$ cat src/rtl/mem_access.sv
// Memory-access stage: ALU results pass straight to writeback, loads and
// stores run one request/response transaction on the data-memory port.
module mem_access (
    input  logic        clk,
    input  logic        rstn,

    input  logic        in_valid,
    output logic        in_ready,
    input  logic        in_load,
    input  logic        in_store,
    input  logic [2:0]  in_funct3,
    input  logic [31:0] in_addr,
    input  logic [31:0] in_store_data,
    input  logic [31:0] in_result,
    input  logic        in_reg_write_enabled,
    input  logic [4:0]  in_reg_write_dest,

    output logic        mem_req_valid,
    input  logic        mem_req_ready,
    output logic        mem_req_we,
    output logic [31:0] mem_req_addr,
    output logic [31:0] mem_req_wdata,
    output logic [3:0]  mem_req_wstrb,
    input  logic        mem_resp_valid,
    input  logic [31:0] mem_resp_rdata,

    output logic        wb_valid,
    output logic        wb_reg_write_enabled,
    output logic [4:0]  wb_reg_write_dest,
    output logic [31:0] wb_data,
    output logic        wb_fault
);

    localparam int unsigned XLEN  = 32;
    localparam int unsigned REGW  = 5;
    localparam int unsigned STRBW = XLEN / 8;

    localparam logic [2:0] F3_B  = 3'b000;
    localparam logic [2:0] F3_H  = 3'b001;
    localparam logic [2:0] F3_W  = 3'b010;
    localparam logic [2:0] F3_BU = 3'b100;
    localparam logic [2:0] F3_HU = 3'b101;

    typedef enum logic [1:0] {
        IDLE = 2'd0,
        REQ  = 2'd1,
        RESP = 2'd2
    } state_t;

    state_t            state, state_d;

    logic              mem_req_valid_d;
    logic              mem_req_we_d;
    logic [XLEN-1:0]   mem_req_addr_d;
    logic [XLEN-1:0]   mem_req_wdata_d;
    logic [STRBW-1:0]  mem_req_wstrb_d;

    logic              wb_valid_d;
    logic              wb_reg_write_enabled_d;
    logic [REGW-1:0]   wb_reg_write_dest_d;
    logic [XLEN-1:0]   wb_data_d;
    logic              wb_fault_d;

    // Attributes of the in-flight memory op needed after the request phase
    logic [2:0]        lat_funct3, lat_funct3_d;
    logic [1:0]        lat_off, lat_off_d;
    logic              lat_rwe, lat_rwe_d;
    logic [REGW-1:0]   lat_dest, lat_dest_d;

    logic              accept;
    logic              acc_is_mem;
    logic              acc_f3_legal;
    logic              acc_misaligned;
    logic              acc_fault;

    // Funct3 codes that name a real memory access width
    function automatic logic f3_legal(input logic [2:0] f3);
        case (f3)
            F3_B, F3_H, F3_W, F3_BU, F3_HU: f3_legal = 1'b1;
            default:                        f3_legal = 1'b0;
        endcase
    endfunction

    // Replicate store data so the addressed lanes carry it regardless of offset
    function automatic logic [XLEN-1:0] store_wdata(input logic [2:0] f3,
                                                    input logic [XLEN-1:0] d);
        case (f3[1:0])
            2'b00:   store_wdata = {4{d[7:0]}};
            2'b01:   store_wdata = {2{d[15:0]}};
            default: store_wdata = d;
        endcase
    endfunction

    // Byte-lane strobes for the access size at the given offset
    function automatic logic [STRBW-1:0] store_wstrb(input logic [2:0] f3,
                                                     input logic [1:0] off);
        case (f3[1:0])
            2'b00:   store_wstrb = 4'b0001 << off;
            2'b01:   store_wstrb = 4'b0011 << off;
            default: store_wstrb = 4'b1111;
        endcase
    endfunction

    // Pick the addressed byte/half out of the aligned word and extend it
    function automatic logic [XLEN-1:0] load_extract(input logic [2:0] f3,
                                                     input logic [1:0] off,
                                                     input logic [XLEN-1:0] rd);
        logic [7:0]  b;
        logic [15:0] h;
        case (off)
            2'd0:    b = rd[7:0];
            2'd1:    b = rd[15:8];
            2'd2:    b = rd[23:16];
            default: b = rd[31:24];
        endcase
        h = off[1] ? rd[31:16] : rd[15:0];
        case (f3)
            F3_B:    load_extract = {{24{b[7]}}, b};
            F3_BU:   load_extract = {24'h000000, b};
            F3_H:    load_extract = {{16{h[15]}}, h};
            F3_HU:   load_extract = {16'h0000, h};
            default: load_extract = rd;
        endcase
    endfunction

    // Ready only when idle and out of reset
    assign in_ready = (state == IDLE) && rstn;
    assign accept   = in_valid && in_ready;

    // Decode of the offered instruction
    assign acc_is_mem     = in_load || in_store;
    assign acc_f3_legal   = f3_legal(in_funct3);
    assign acc_misaligned = ((in_funct3[1:0] == 2'b01) && in_addr[0]) ||
                            ((in_funct3[1:0] == 2'b10) && (in_addr[1:0] != 2'b00));
    assign acc_fault      = (in_load && in_store) || !acc_f3_legal || acc_misaligned;

    // Next-state and next-output logic
    always_comb begin
        state_d                = state;
        mem_req_valid_d        = mem_req_valid;
        mem_req_we_d           = mem_req_we;
        mem_req_addr_d         = mem_req_addr;
        mem_req_wdata_d        = mem_req_wdata;
        mem_req_wstrb_d        = mem_req_wstrb;
        wb_valid_d             = 1'b0;
        wb_reg_write_enabled_d = wb_reg_write_enabled;
        wb_reg_write_dest_d    = wb_reg_write_dest;
        wb_data_d              = wb_data;
        wb_fault_d             = wb_fault;
        lat_funct3_d           = lat_funct3;
        lat_off_d              = lat_off;
        lat_rwe_d              = lat_rwe;
        lat_dest_d             = lat_dest;

        case (state)
            IDLE: begin
                if (accept) begin
                    if (!acc_is_mem) begin
                        wb_valid_d             = 1'b1;
                        wb_fault_d             = 1'b0;
                        wb_data_d              = in_result;
                        wb_reg_write_dest_d    = in_reg_write_dest;
                        wb_reg_write_enabled_d = in_reg_write_enabled &&
                                                 (in_reg_write_dest != '0);
                    end else if (acc_fault) begin
                        wb_valid_d             = 1'b1;
                        wb_fault_d             = 1'b1;
                        wb_data_d              = '0;
                        wb_reg_write_dest_d    = in_reg_write_dest;
                        wb_reg_write_enabled_d = 1'b0;
                    end else begin
                        state_d         = REQ;
                        mem_req_valid_d = 1'b1;
                        mem_req_we_d    = in_store;
                        mem_req_addr_d  = {in_addr[XLEN-1:2], 2'b00};
                        mem_req_wdata_d = in_store ? store_wdata(in_funct3, in_store_data) : '0;
                        mem_req_wstrb_d = in_store ? store_wstrb(in_funct3, in_addr[1:0]) : '0;
                        lat_funct3_d    = in_funct3;
                        lat_off_d       = in_addr[1:0];
                        lat_rwe_d       = in_reg_write_enabled;
                        lat_dest_d      = in_reg_write_dest;
                    end
                end
            end
            REQ: begin
                if (mem_req_ready) begin
                    mem_req_valid_d = 1'b0;
                    if (mem_req_we) begin
                        state_d                = IDLE;
                        wb_valid_d             = 1'b1;
                        wb_fault_d             = 1'b0;
                        wb_reg_write_dest_d    = lat_dest;
                        wb_reg_write_enabled_d = 1'b0;
                    end else begin
                        state_d = RESP;
                    end
                end
            end
            RESP: begin
                if (mem_resp_valid) begin
                    state_d                = IDLE;
                    wb_valid_d             = 1'b1;
                    wb_fault_d             = 1'b0;
                    wb_data_d              = load_extract(lat_funct3, lat_off, mem_resp_rdata);
                    wb_reg_write_dest_d    = lat_dest;
                    wb_reg_write_enabled_d = lat_rwe && (lat_dest != '0);
                end
            end
            default: begin
                state_d = IDLE;
            end
        endcase
    end

    // State and registered outputs; reset abandons any transaction
    always_ff @(posedge clk or negedge rstn) begin
        if (!rstn) begin
            state                <= IDLE;
            mem_req_valid        <= 1'b0;
            mem_req_we           <= 1'b0;
            mem_req_addr         <= '0;
            mem_req_wdata        <= '0;
            mem_req_wstrb        <= '0;
            wb_valid             <= 1'b0;
            wb_reg_write_enabled <= 1'b0;
            wb_reg_write_dest    <= '0;
            wb_data              <= '0;
            wb_fault             <= 1'b0;
            lat_funct3           <= '0;
            lat_off              <= '0;
            lat_rwe              <= 1'b0;
            lat_dest             <= '0;
        end else begin
            state                <= state_d;
            mem_req_valid        <= mem_req_valid_d;
            mem_req_we           <= mem_req_we_d;
            mem_req_addr         <= mem_req_addr_d;
            mem_req_wdata        <= mem_req_wdata_d;
            mem_req_wstrb        <= mem_req_wstrb_d;
            wb_valid             <= wb_valid_d;
            wb_reg_write_enabled <= wb_reg_write_enabled_d;
            wb_reg_write_dest    <= wb_reg_write_dest_d;
            wb_data              <= wb_data_d;
            wb_fault             <= wb_fault_d;
            lat_funct3           <= lat_funct3_d;
            lat_off              <= lat_off_d;
            lat_rwe              <= lat_rwe_d;
            lat_dest             <= lat_dest_d;
        end
    end

endmodule

$ cat config.mk
export PLATFORM = sky130hd
export DESIGN_NAME = mem_access
export DESIGN_NICKNAME = d
export VERILOG_FILES = /design/src/rtl/mem_access.sv
export SDC_FILE = /design/constraint.sdc
export NUM_CORES = 1
export LEC_CHECK = 0
export CELL_PAD_IN_SITES_DETAIL_PLACEMENT = 0
export CELL_PAD_IN_SITES_GLOBAL_PLACEMENT = 1
export CORE_MARGIN = 2
export CORE_UTILIZATION = 34
export CTS_CLUSTER_DIAMETER = 80
export DETAILED_ROUTE_END_ITERATION = 16
export HOLD_SLACK_MARGIN = 0.03
export PLACE_DENSITY_LB_ADDON = 0.3
export SYNTH_ARGS = -nofsm -noshare
export SYNTH_HDL_FRONTEND = slang
export SYNTH_SLANG_ARGS = --single-unit
$ cat constraint.sdc
create_clock -name clk -period 3.8 [get_ports clk]
set_clock_uncertainty 0.2 [all_clocks]
set_input_delay 1.14 -clock clk [delete_from_list [all_inputs] [get_ports clk]]
set_output_delay 1.14 -clock clk [all_outputs]
set_load 0.02 [all_outputs]
== Word-level counts from Yosys, hierarchy flattened ==
Index checks and enable logic that the tools add are counted.

* Equality and inequality tests: 20
* Shifts and indexed selects: 2
* Muxes and demuxes: 51
* Bitwise operators: 1
* Reductions and logical operators: 29

{| class="wikitable"
|+ Operators by type and width
! cell !! number
|-
| $mux 32 || 5
|-
| $pmux 32 s2 || 2
|-
| $pmux 32 s4 || 1
|-
| $mux 5 || 6
|-
| $pmux 8 s3 || 1
|-
| $mux 1 || 21
|-
| $mux 16 || 1
|-
| $pmux 5 s3 || 1
|-
| $eq 3x3->1 const B || 4
|-
| $mux 2 || 6
|-
| $ne 2x2->1 const B || 6
|-
| $reduce_and 5->1 || 2
|-
| $reduce_bool 5->1 || 2
|-
| $pmux 1 s3 || 3
|-
| $pmux 4 s2 || 1
|-
| $reduce_and 4->1 || 2
|-
| $logic_and 1x1->1 || 7
|-
| $eq 2x1->1 const B || 3
|-
| $eq 2x2->1 const B || 3
|-
| $eq 3x1->1 const B || 2
|-
| $logic_not 2->1 || 3
|-
| $logic_not 3->1 || 2
|-
| $pmux 2 s3 || 1
|-
| $reduce_and 6->1 || 1
|-
| 12 further kinds || 17
|}

* Bits in registers: 121
* Input bits: 144
* Output and inout port bits: 111
* Word-level logic and storage cells: 118

== Logic depth before layout (Yosys ltp) ==
Gate-level depths: netlist (run 1).

* Depth in word-level cells: 10
* Gate-level depth with buffers: 10
* Gate-level depth less buffers: 6

== Worst setup path before layout (run 1) ==
Ideal clock, no wire load.

* Kind: input to register
* Start: input port in_funct3[0]
* End: register wb_fault
* Library setup time: 125 ps
* Arrival: 2516 ps
* Data required time: 3475 ps
* Setup slack: 960 ps
* Stages on the path: 5
* Buffers on the path: 1
* Path through: buf_6 -> o41ai_4 -> nand3_4 -> a22oi_2 -> mux2_2

* Longest elaborated chain between the ends: 8

{| class="wikitable"
|+ RTL lines
! what !! RTL line !! RTL
|-
| start: declaration || 11 || <nowiki>input logic [2:0] in_funct3,</nowiki>
|-
| $eq 3x1->1, or another cell as far along || 78 || <nowiki>case (f3)</nowiki>
|-
| $reduce_or 5->1 || 78 ||
|-
| $mux 1 || 78 ||
|-
| $logic_not 1->1 || 135 || <nowiki>assign acc_fault = (in_load && in_store) || !acc_f3_legal || acc_misaligned;</nowiki>
|-
| $logic_or 1x1->1 || 135 ||
|-
| $logic_or 1x1->1 * || 135 ||
|-
| $ne 3x3->1 (no line) * || -- ||
|-
| $reduce_and 6->1 (no line) * || -- ||
|-
| end signal: assignment || 244 || <nowiki>wb_fault <= wb_fault_d;</nowiki>
|-
| end: declaration || 31 || <nowiki>output logic wb_fault</nowiki>
|}

Every way passes the cells marked *; elsewhere a longest branch is shown, timed or not.
A chain may end at the register's enable or synchronous reset.

== Worst setup path in the final report (run 1) ==
* Start: register state[0]
* End: output port in_ready

* Longest elaborated chain between the ends: 2

{| class="wikitable"
|+ RTL lines
! what !! RTL line !! RTL
|-
| start: declaration || 50 || <nowiki>state_t state, state_d;</nowiki>
|-
| start signal: assignment || 234 || <nowiki>state <= state_d;</nowiki>
|-
| $logic_not 2->1 || 127 || <nowiki>assign in_ready = (state == IDLE) && rstn;</nowiki>
|-
| $logic_and 1x1->1 || 127 ||
|-
| end: declaration || 8 || <nowiki>output logic in_ready,</nowiki>
|}

Every way passes these cells.

==> results.toml, run 1 <==
[yosys]
yosys.cell_types.count = 50
synth_edf_count = 0
ys.flop_type = "dfrtp_1"
synth_area_leaders = "dfrtp_1 48%, nand2_1 12%, mux2i_1 3.8%"
ys_ff_latch = 121
synth_seq_area_share = 0.483
syn_area_um2 = 6270
yosysTopAreaCellShare = 0.483
synth_top_area_cell = "dfrtp_1"
ys_warn_count = 0
syn_inst = 674
synth-async-reset-ratio = 1.00
avgSynthCellArea_um2 = 9.30

[setup_path]
worstSetupEndpointType = "primary output"
worstSetupStartpoint = "state[0]"
arrival_ns = 2.15
crit_required_ns = 2.46
reg2reg_to = "wb_reg_write_enabled"
r2r-start = "state[0]"
crit_end = "in_ready"
cp_max_fo = 10
start_kind = "flip-flop"
ff2ff_path_depth = 6
r2r_slack_ns = 1.24
worstSetupPathType = "flip-flop to primary output"

[clock_network]
post_cts_resized = 0
numCtsBuffers = 17
clkSlewWorstSetupHoldPaths_ns = 0.05
tritoncts = "done"
htreeDepth = 4
cts_root_buf = "clkbuf_16"
cts_hold_buffers = 0
clock_latency_ns = 0.41
clock_sinks = 121
postCtsSetupBuffers = 0
clock_path_buffers = 2

[detailed_routing]
drc = 0
viasPerCell = 5.18
totalWireLength_um = 21100
drt_iter0_drc = 297
dr.pass1.iters = 7
post_drt_wl_per_cell_um = 18.4
routed-via-count = 5942
ant_nets = 0

[final_layout]
drive_gt1_frac = 0.0881
syn_to_final_growth_pct = 54.1
multiInputGateArea_um2 = 2950
final_core_util = 0.536
nNetsFinal = 1055
final.fill_count = 1673
diodes = 0
seqCellArea_um2 = 3030

[global_route]
grt_max_degree = 59
grt_usage = 0.217
grt_antenna_before_repair = 0
grt_pass1_vias = 5977
grt.overflow.total = 0
grt_pass1_wl_um = 33600

[floorplanning]
core_um2 = 18000
dieHeight_um = 140
start_util = 0.348
io_pins = 255
num_rows = 49
die_area_um2 = 19500
dieWidth_um = 140

[power]
power_mw = 7.82
leakage_nw = 4.17
p_per_area_nw_per_um2 = 809
max-vdd-ir-drop_mv = 0.412

[sta]
post-route-period-util = 0.919
final_period_minus_worst_setup_slack_ns = 3.49
setup-violations-final = 0
rsz0062_at_grt = "false"
fin_tns_setup_ns = 0
relSlewSlack = 0.318
hold_slack_ns = 0.272
hold_viol = 0
tightest_slew_ns = 1.02
slew_violations = 0
fmax_mhz = 286

[run_status]
status = "finished clean"

[job]
drv_cap = 0

[min_path]
hold_class = "flip-flop to flip-flop"

[placement]
numPortBuffers = 252
gp_congestion = 0.820
hpwl_um = 14900
==> Yosys cell counts, types with 3 or more instances <==
cell type,number
a31oi_1,24
mux2_4,4
mux2_2,15
nand2b_1,18
a21o_1,8
o21ai_0,27
a211oi_1,24
a21oi_1,6
o31ai_1,16
ha_1,5
a22oi_1,17
nand3_1,19
mux2i_1,24
nor2b_1,9
nor3_1,8
o221ai_1,7
buf_2,10
mux4_2,3
inv_1,6
clkbuf_1,41
nor3b_1,8
buf_6,4
nand2_1,194
a32o_1,8
nor2_1,16
dfrtp_1,121
==> cell usage in the layout, fill, tap and decap left out, drive strengths merged, types with 3 or more instances in the layout <==
master / Yosys / layout
clkdlybuf4s50: 0 / 251
inv: 6 / 6
nor3b: 9 / 9
buf: 18 / 20
mux4: 3 / 3
clkinv: 1 / 6
nor3: 8 / 8
a211oi: 24 / 24
a32o: 8 / 8
dfrtp: 121 / 121
a31oi: 24 / 24
o221ai: 7 / 7
ha: 5 / 5
nand2: 194 / 194
nand2b: 18 / 18
a22oi: 18 / 18
nor2b: 9 / 9
o31ai: 16 / 16
o21ai: 27 / 27
bufinv: 0 / 4
a21oi: 6 / 6
mux2: 20 / 20
mux2i: 24 / 24
nand3: 20 / 20
clkbuf: 41 / 21
nor2: 16 / 16
a21o: 8 / 8
==> worst min-delay path by stage <==
stage / depth (start not counted) / from / end / slack (ns)
floorplan: 2 / lat_rwe / lat_rwe / 0.25
global placement: 2 / mem_req_wdata[0] / mem_req_wdata[0] / 0.25
detailed placement: 2 / mem_req_wdata[1] / mem_req_wdata[1] / 0.26
CTS: 2 / mem_req_addr[18] / mem_req_addr[18] / 0.28
global route: 2 / mem_req_addr[26] / mem_req_addr[26] / 0.29
finish: 2 / mem_req_addr[26] / mem_req_addr[26] / 0.27
==> state kept, by name, indices dropped and copies added (netlist names), 3 cells and up <==
| signal | flops |
|---|---|
| lat_dest | 5 |
| mem_req_wstrb | 4 |
| mem_req_addr | 30 |
| wb_reg_write_dest | 5 |
| wb_data | 32 |
| lat_funct3 | 3 |
| mem_req_wdata | 32 |
==> critical path: stages, from the launching register on <==
cell	delay (ns)
dfrtp_1	0.42
inv_1	0.12
ha_1	0.42
and2_1	0.19
clkdlybuf4s50_1	0.60
==> report_power, final <==
part | internal [mW] | switching (mW)
clock | 1.17 | 0.602
combinational | 1.81 | 1.95
sequential | 1.89 | 0.406
total | 4.87 | 2.95
==> metrics by stage <==
step | cell area [um2] | instances | setup WS (ns)
6_report | 9660 | 1148 | 0.306
5_1_grt | 9660 | 1148 | 0.225
4_1_cts | 9660 | 1148 | 0.308
3_3_place_gp | 9010 | 1116 | 0.386
2_1_floorplan | 6270 | 675 | 0.960
3_5_place_dp | 9010 | 1116 | 0.323
==> logic make-up (layout without fill, tap and decap cells) <==
group	count (synthesis)	after routing	synth area share
other	1	2	0.000598
adder cells (fa/ha/maj)	5	5	0.00998
multiplexers	47	47	0.0874
flip-flops	121	121	0.483
buffers and inverters	66	310	0.0475
AND/OR/NAND/NOR	284	284	0.200
XOR/XNOR	1	1	0.00140
AO/OA/AOI/OAI	149	149	0.170
==> cell type report <==
cell class | instances | area share
Clock buffer | 21 | 0.0497
Clock inverter | 11 | 0.0174
Inverter | 7 | 0.00272
Multi-Input combinational cell | 488 | 0.306
Sequential cell | 121 | 0.313
Tap cell | 229 | 0.0297
Timing Repair Buffer | 271 | 0.281
==> layer usage <==
layer / vias to the layer above / wire (um) / GRT usage
met5: - / 0 / 0
li1: 2830 / - / -
met2: 254 / 9630 / 0.335
met3: 20 / 2020 / 0.0812
met1: 2838 / 9190 / 0.290
met4: 0 / 259 / 0.0521
No activity file was read; power rests on OpenSTA's default activity.
==> run 2: changes to the inputs <==
- CORE_UTILIZATION: 34 -> 32
- clock period: 3.8 -> 3.65 ns (I/O delays scaled with it)
==> run 2 against run 1 <==
Against the previous run: setup slack got worse by 0.064 ns; total power grew 1.6%; final cell count is 3.2% higher; non-clock buffer count rose by 1; hold slack got worse by 0.0024 ns; register-to-register slack lost 0.27 ns; combinational power rose by 3%; sequential share of layout area up 0.065 points; design area decreased by 0.21%; count of clock-buffer cells in the layout down 2; die area increased by 6.1%.
==> results.toml, run 2 (synthesized netlist as in run 1, its figures left out) <==
[run_status]
status = "finished clean"

[power]
p_per_area_nw_per_um2 = 824
max-vdd-ir-drop_mv = 0.417
leakage_nw = 4.14

[floorplanning]
core_um2 = 19300
dieHeight_um = 144
io_pins = 255
dieWidth_um = 144
num_rows = 51
start_util = 0.324
die_area_um2 = 20700

[final_layout]
instances_no_fill = 1185
top_regs = "mem_req_wdata x32, wb_data x32, mem_req_addr x30"
drive_gt1_frac = 0.0891
final_common_cell = "clkdlybuf4s50_1"
nNetsFinal = 1056
final_core_util = 0.499
syn_to_final_growth_pct = 53.7
diodes = 0
most-common-layout-cells = "251 x clkdlybuf4s50_1, 194 x nand2_1, 121 x dfrtp_1, 27 x o21ai_0"
final.fill_count = 1792

[sta]
hold_viol = 0
setup-violations-final = 0
final_period_minus_worst_setup_slack_ns = 3.41
tightest_slew_ns = 0.961
fmax_mhz = 294
hold_slack_ns = 0.270
post-route-period-util = 0.933
relSlewSlack = 0.359
setup_slack_ns = 0.243
rsz0062_at_grt = "false"
fin_tns_setup_ns = 0
slew_violations = 0

[clock_network]
htreeDepth = 4
clock_sinks = 121
clock_latency_ns = 0.42
cts_root_buf = "clkbuf_16"
clock_path_buffers = 2
clkSlewWorstSetupHoldPaths_ns = 0.06
numCtsBuffers = 17
tritoncts = "done"
post_cts_resized = 0
postCtsSetupBuffers = 0
cts_hold_buffers = 0

[setup_path]
slowest_stage = "clkdlybuf4s50_1"
path_cells = "inv_1 > ha_1 > and2_1 > clkdlybuf4s50_1"
cp_max_fo = 10
start_kind = "flip-flop"
arrival_ns = 2.11
crit_required_ns = 2.35
slowest_delay_ns = 0.60
worstSetupPathType = "flip-flop to primary output"
worstSetupEndpointType = "primary output"
ff2ff_path_depth = 6

[detailed_routing]
ant_nets = 0
routed-via-count = 5913
drt_iter0_drc = 246
drc = 0
post_drt_wl_per_cell_um = 17.5
totalWireLength_um = 20700
viasPerCell = 4.99
dr.pass1.iters = 5

[placement]
gp_congestion = 0.824
hpwl_um = 14800
placed_cells = 1153
dp_slack_ns = 0.240
numPortBuffers = 252

[global_route]
grt_pass1_wl_um = 32400
grt_max_degree = 83
grt.overflow.total = 0
grt_usage = 0.201
grt_antenna_before_repair = 1
grt_pass1_vias = 5955

[min_path]
hold_class = "flip-flop to flip-flop"
hold_path_depth = 2

[job]
drv_cap = 0
run 2: stage by stage:
step | area, um2 | power [mW]
6_report | 9640 | 7.95
3_3_place_gp | 9040 | 6.29
4_1_cts | 9640 | 8.05
5_1_grt | 9640 | 8.47
3_5_place_dp | 9040 | 6.31
2_1_floorplan | 6270 | 4.54
run 2: final cells by class:
| class | instances | area (um2) | area share |
|---|---|---|---|
| tap | 265 | 332 | 0.0344 |
| clock buffer | 19 | 453 | 0.0470 |
| timing repair buffer | 272 | 2700 | 0.280 |
| multi-input combinational | 488 | 2950 | 0.306 |
| clock inverter | 13 | 148 | 0.0153 |
| inverter | 7 | 26.3 | 0.00273 |
| sequential | 121 | 3030 | 0.314 |
run 2: where the power goes:
part | switching (mW) | internal, mW | leakage (nW)
logic | 2.01 | 1.87 | 2.34
clock network | 0.645 | 1.04 | 0.281
registers | 0.409 | 1.97 | 1.52
total | 3.06 | 4.88 | 4.14
run 2: metal layers:
layer / GRT usage / vias to the layer above / wire [um]
met5: 0 / - / 0
met4: 0.0511 / 0 / 212
met3: 0.0775 / 15 / 2130
met2: 0.332 / 234 / 9850
met1: 0.249 / 2830 / 8530
li1: - / 2834 / -
run 2: path summary, 6_finish.rpt:
| check | slack (ns) | to | start |
|---|---|---|---|
| hold / removal | 0.27 | mem_req_wdata[6] | mem_req_wdata[6] |
| setup reg to reg | 0.97 | wb_reg_write_enabled | state[1] |
| hold reg to reg | 0.27 | mem_req_wdata[6] | mem_req_wdata[6] |
| min in group asynchronous | 0.60 | lat_funct3[2] | rstn |
| setup / recovery | 0.24 | in_ready | state[1] |
| max in group asynchronous | 1.24 | lat_dest[1] | rstn |
run 2: critical path: cells and delay by family, from the launching register on:
family / cells / cell delay, ns
adder cells (fa/ha/maj): 1 / 0.38
buffers and inverters: 2 / 0.70
AND/OR/NAND/NOR: 1 / 0.19
flip-flops: 1 / 0.43
==> edit 1 (flow settings as in run 2) <==
Put one more register stage on the output `wb_fault`, with the module's reset. The value now appears one clock later. The other outputs are not delayed to match.
--- a/src/rtl/mem_access.sv
+++ b/src/rtl/mem_access.sv
@@ -46,6 +46,8 @@
         REQ  = 2'd1,
         RESP = 2'd2
     } state_t;
+
+    logic wb_fault_s0;
 
     state_t            state, state_d;
 
@@ -146,7 +148,7 @@
         wb_reg_write_enabled_d = wb_reg_write_enabled;
         wb_reg_write_dest_d    = wb_reg_write_dest;
         wb_data_d              = wb_data;
-        wb_fault_d             = wb_fault;
+        wb_fault_d             = wb_fault_s0;
         lat_funct3_d           = lat_funct3;
         lat_off_d              = lat_off;
         lat_rwe_d              = lat_rwe;
@@ -225,7 +227,7 @@
             wb_reg_write_enabled <= 1'b0;
             wb_reg_write_dest    <= '0;
             wb_data              <= '0;
-            wb_fault             <= 1'b0;
+            wb_fault_s0          <= 1'b0;
             lat_funct3           <= '0;
             lat_off              <= '0;
             lat_rwe              <= 1'b0;
@@ -241,7 +243,7 @@
             wb_reg_write_enabled <= wb_reg_write_enabled_d;
             wb_reg_write_dest    <= wb_reg_write_dest_d;
             wb_data              <= wb_data_d;
-            wb_fault             <= wb_fault_d;
+            wb_fault_s0          <= wb_fault_d;
             lat_funct3           <= lat_funct3_d;
             lat_off              <= lat_off_d;
             lat_rwe              <= lat_rwe_d;
@@ -249,5 +251,13 @@
         end
     end
 
+    always_ff @(posedge clk or negedge rstn) begin
+        if (!rstn) begin
+            wb_fault <= '0;
+        end else begin
+            wb_fault <= wb_fault_s0;
+        end
+    end
+
 endmodule
 
Function: changed (a bounded check fails within 4 cycles, from zero or initial values and one cycle with rstn low).
==> edit 1 against run 2 <==
- total power down 0.42%
- routed wire length up 1.6%
- worst setup slack worse by 0.0057 ns
- synthesized area up 1.5%
- sequential cell count up 1
- design area up 1.8%
- clock power up 7%
- critical endpoint unchanged
- largest cell class unchanged
- largest power group unchanged
==> edit 1: results (changes against run 2) <==
Hold Crit Class flip-flop to flip-flop; Hold Crit Depth 0 (-2); initial drt markers 261 (+6.1%); Routed met3 length 1760 µm (-18%); Clock transition at path regs 0.06 ns (about the same); clk root buf clkbuf_16; CTS resizes 0 (unchanged); launch point of the worst path state[0]$_DFFE_PN0P_; TritonCTS Buffers 17 (unchanged); Max rail drop VDD 0.000356 V (-15%); layout cell share with drive strength beyond 1 12.0% (+3.1 points); synth warn 0 (unchanged); routability cong. 0.779 (-5.4%); met1 WL 9500 µm (+11%); port bufs 252 (unchanged); synth unique cells 47 (-6.0%); antenna violations before repair 0 (-1); Worst Min Path Start wb_fault_s0$_DFFE_PN0P_; DP Wirelength 14,700 µm (-0.53%); DR WL met2 9470 µm (-3.8%); GRT met1 Usage 26.4% (+1.5 points); Seq/Total Area, Yosys 48.0% (-0.32 points); GR met3 Demand/Resource 7.14% (-0.61 points); Total Wirelength 21,100 µm (+1.6%); Area contributors post-synth dfrtp_1 (48%), nand2_1 (13%), mux2_2 (8.0%); Post-CTS Setup Inserts 0 (unchanged); Fillers 1,829 (+2.1%); Clock Path Buffers 2 (unchanged); total routing usage reported by global routing 20.0% (-0.088 points); CP max FO 7 (-3); DR vias/cell 4.85 (-2.8%); relative slew slack 49.3% (+13 points); flop2flop setup slack 0.94 ns (-0.03 ns); Largest regs mem_req_wdata x32, wb_data x32, mem_req_addr x30; M2 GR Usage 30.9% (-2.3 points); cells on worst reg2reg path 6 (unchanged); status finished clean; final net count 1,075 (+1.8%); Top Layer Used met4; largest net degree at the start of global routing 83 (unchanged); first-pass GRT wire length 33,300 µm (+2.8%); asr flop ratio synth 100% (unchanged); Hold Path Sink wb_fault$_DFF_PN0_; worst skew pair latency 0.42 ns (about the same); vias in the first global route 5,823 (-2.2%); arrival time worst endpoint 2.12 ns; Synth top cells by count nand2_1 (212), dfrtp_1 (122), mux2_2 (45); Leakage Power 0.00438 µW (+5.7%); Area after DPL 0.00919 mm² (+1.6%); FF-to-FF End wb_data[8]$_DFFE_PN0P_
[edit 1: layout make-up]
cell class              count  area (µm²)  share of cell area [%]
clock buffers              18         439                    4.48
clock inverters            14         185                    1.89
well taps                 265         332                    3.38
repair buffers            271        2720                    27.7
inverters                  24        90.1                   0.918
flip-flops and latches    122        3050                    31.1
multi-input cells         489        3000                    30.5
[edit 1: worst max path at each step]
stage          slack (ns)  depth (start not counted)                          endpoint
2_1_floorplan        0.83                          7           wb_data[10]$_DFFE_PN0P_
4_1_cts              0.21                          4                          in_ready
6_report             0.24                          4                          in_ready
3_3_place_gp         0.20                          5  wb_reg_write_dest[2]$_DFFE_PN0P_
5_1_grt              0.11                          4                          in_ready
3_5_place_dp         0.19                          5              state[0]$_DFFE_PN0P_
[edit 1: kinds of logic (layout without fill, tap and decap cells)]
group | after synthesis | count (layout) | share of synthesized area [%]
other cells | 1 | 2 | 0.0589
buf+inv | 74 | 327 | 5.09
xor+xnor | 1 | 1 | 0.138
flops | 122 | 122 | 48.0
simple gates | 289 | 289 | 19.1
fa+ha+maj | 6 | 6 | 1.18
compound gates | 110 | 110 | 12.1
mux | 81 | 81 | 14.4
[edit 1: where the power goes]
part	switching [µW]	internal, µW
logic	1930	1820
clock network	701	1110
registers	390	1960
[edit 1: worst max-delay path, stage by stage, from the launching register on]
cell	delay, ns
dfrtp_1	0.43
inv_1	0.14
ha_1	0.32
and2_1	0.20
clkdlybuf4s50_1	0.61
[edit 1: through the flow]
step	hold WS, ns	setup WS [ns]	utilization [%]	cells	power (µW)
finish	0.178	0.237	50.4	1203	7910
global route	0.193	0.115	50.4	1203	8390
floorplan	0.149	0.833	-	685	4400
CTS	0.179	0.205	50.4	1203	8000
global placement	0.163	0.200	47.2	1171	6130
detailed placement	0.160	0.195	47.2	1171	6140
==> edit 2 (config.mk and constraints of run 2) <==
Without the edit above. Make the reset (`rstn`) synchronous in one clocked block.
--- a/src/rtl/mem_access.sv
+++ b/src/rtl/mem_access.sv
@@ -213,7 +213,7 @@
     end
 
     // State and registered outputs; reset abandons any transaction
-    always_ff @(posedge clk or negedge rstn) begin
+    always_ff @(posedge clk) begin
         if (!rstn) begin
             state                <= IDLE;
             mem_req_valid        <= 1'b0;
Function: differs if rstn is asserted again (counterexample within 4 cycles, from zero or initial values and one cycle with rstn low); with rstn held inactive, the same outputs for 4 cycles.
==> edit 2 against run 2 <==
- global-route usage rose by 1.5 points
- utilization increased by 1.5 points
- die area is 4.9% lower
- critical path depth unchanged
- synthesized area is 5.0% lower
- maximum frequency fell by 2.2%
- sequential cell count stayed put
- design area fell by 3.6%
- routed wire length rose by 3.9%
- largest cell class is now multi-input gates
- worst setup slack got worse by 0.077 ns
Power is not compared: it rests on default switching activity, and its combinational part moved more than twofold at a synthesized area within 25%.
==> edit 2: results (changes against run 2) <==
total routing usage reported by global routing 21.6% (+1.5 points); actual slew at the worst max-slew pin 0.881 ns (-0.0803 ns); Routed met3 length 1990 µm (-6.8%); arrival time worst endpoint 2.19 ns (+0.08 ns); total power roughly 3600 µW; CP max FO 2 (-8); cells on worst reg2reg path 7 (+1); P_seq between 1000 and 1500 µW; met1 WL 9420 µm (+10%); layout cell share with drive strength beyond 1 11.1% (+2.2 points); Area contributors post-synth dfxtp_1 (41%), nand2_1 (7.8%), a21oi_1 (7.5%); flop2flop setup slack 1.26 ns (+0.29 ns); M2 GR Usage 33.5% (+0.31 points); status finished clean; DR vias/cell 5.25 (+5.3%); H-Tree Depth 4 (unchanged); Synth top cells by count nand2_1 (123), dfxtp_1 (121), a21oi_1 (89); vias in the first global route 6,024 (+1.2%); Reg-to-Reg Start state[0]$_SDFFE_PN0P_; vias 6,151 (+4.0%); Synth Area in XOR/XNOR 0.294% (+0.15 points); Hold Path Sink mem_req_addr[18]$_SDFFE_PN0P_; crit-path max cell delay 0.53 ns (-0.07 ns); FF-to-FF End wb_data[6]$_SDFFE_PN0P_; DR WL met2 9800 µm (-0.53%); DP Worst Slack -0.151 ns (-0.391 ns); asr flop ratio synth 0% (-100 points); initial drt markers 354 (+44%); GR met3 Demand/Resource 7.28% (-0.47 points); routability cong. 0.801 (-2.8%); Area after DPL 0.00876 mm² (-3.1%); Seq/Total Area, Yosys 40.7% (-7.6 points); CTS resizes 1 (+1); Synth Instances 698 (+3.6%); WHS 0.251 ns (-0.0190 ns); dpl cells 1,140 (-1.1%); DP Wirelength 15,000 µm (+1.6%); post-synthesis adder-cell area fraction 1.05% (+0.052 points); routed len/inst 18.4 µm (+5.1%); mux contribution to synthesized area 8.53% (-0.21 points); Worst Min Path Start mem_req_addr[18]$_SDFFE_PN0P_; GRT met1 Usage 28.2% (+3.4 points); first-pass GRT wire length 33,600 µm (+3.8%)
-- edit 2: logic make-up (layout without fill, tap and decap cells) --
logic type	Yosys count	after routing
other	1	2
AOI/OAI and AO/OA	228	228
muxes	46	46
DFF	121	121
buffers and inverters	78	321
xor gates and xnor gates	2	2
and+or+nand+nor	217	217
adders and majority gates	5	5
-- edit 2: worst max path at each step --
stage	start	endpoint	slack [ns]	depth (start not counted)
2_1_floorplan	rstn	in_ready	0.52	4
3_3_place_gp	rstn	in_ready	-0.17	4
3_5_place_dp	rstn	in_ready	-0.15	4
4_1_cts	rstn	in_ready	0.11	4
5_1_grt	rstn	in_ready	0.06	4
6_report	rstn	in_ready	0.17	4
-- edit 2: area by class of cell --
| class | instances | area, µm² |
|---|---|---|
| fillers | 1753 | 8790 |
| multi-input cells | 500 | 3180 |
| inverters | 10 | 38.8 |
| flip-flops and latches | 121 | 2420 |
| well taps | 229 | 287 |
| repair buffers | 280 | 2830 |
| clock inverters | 11 | 76.3 |
| clock buffers | 20 | 457 |
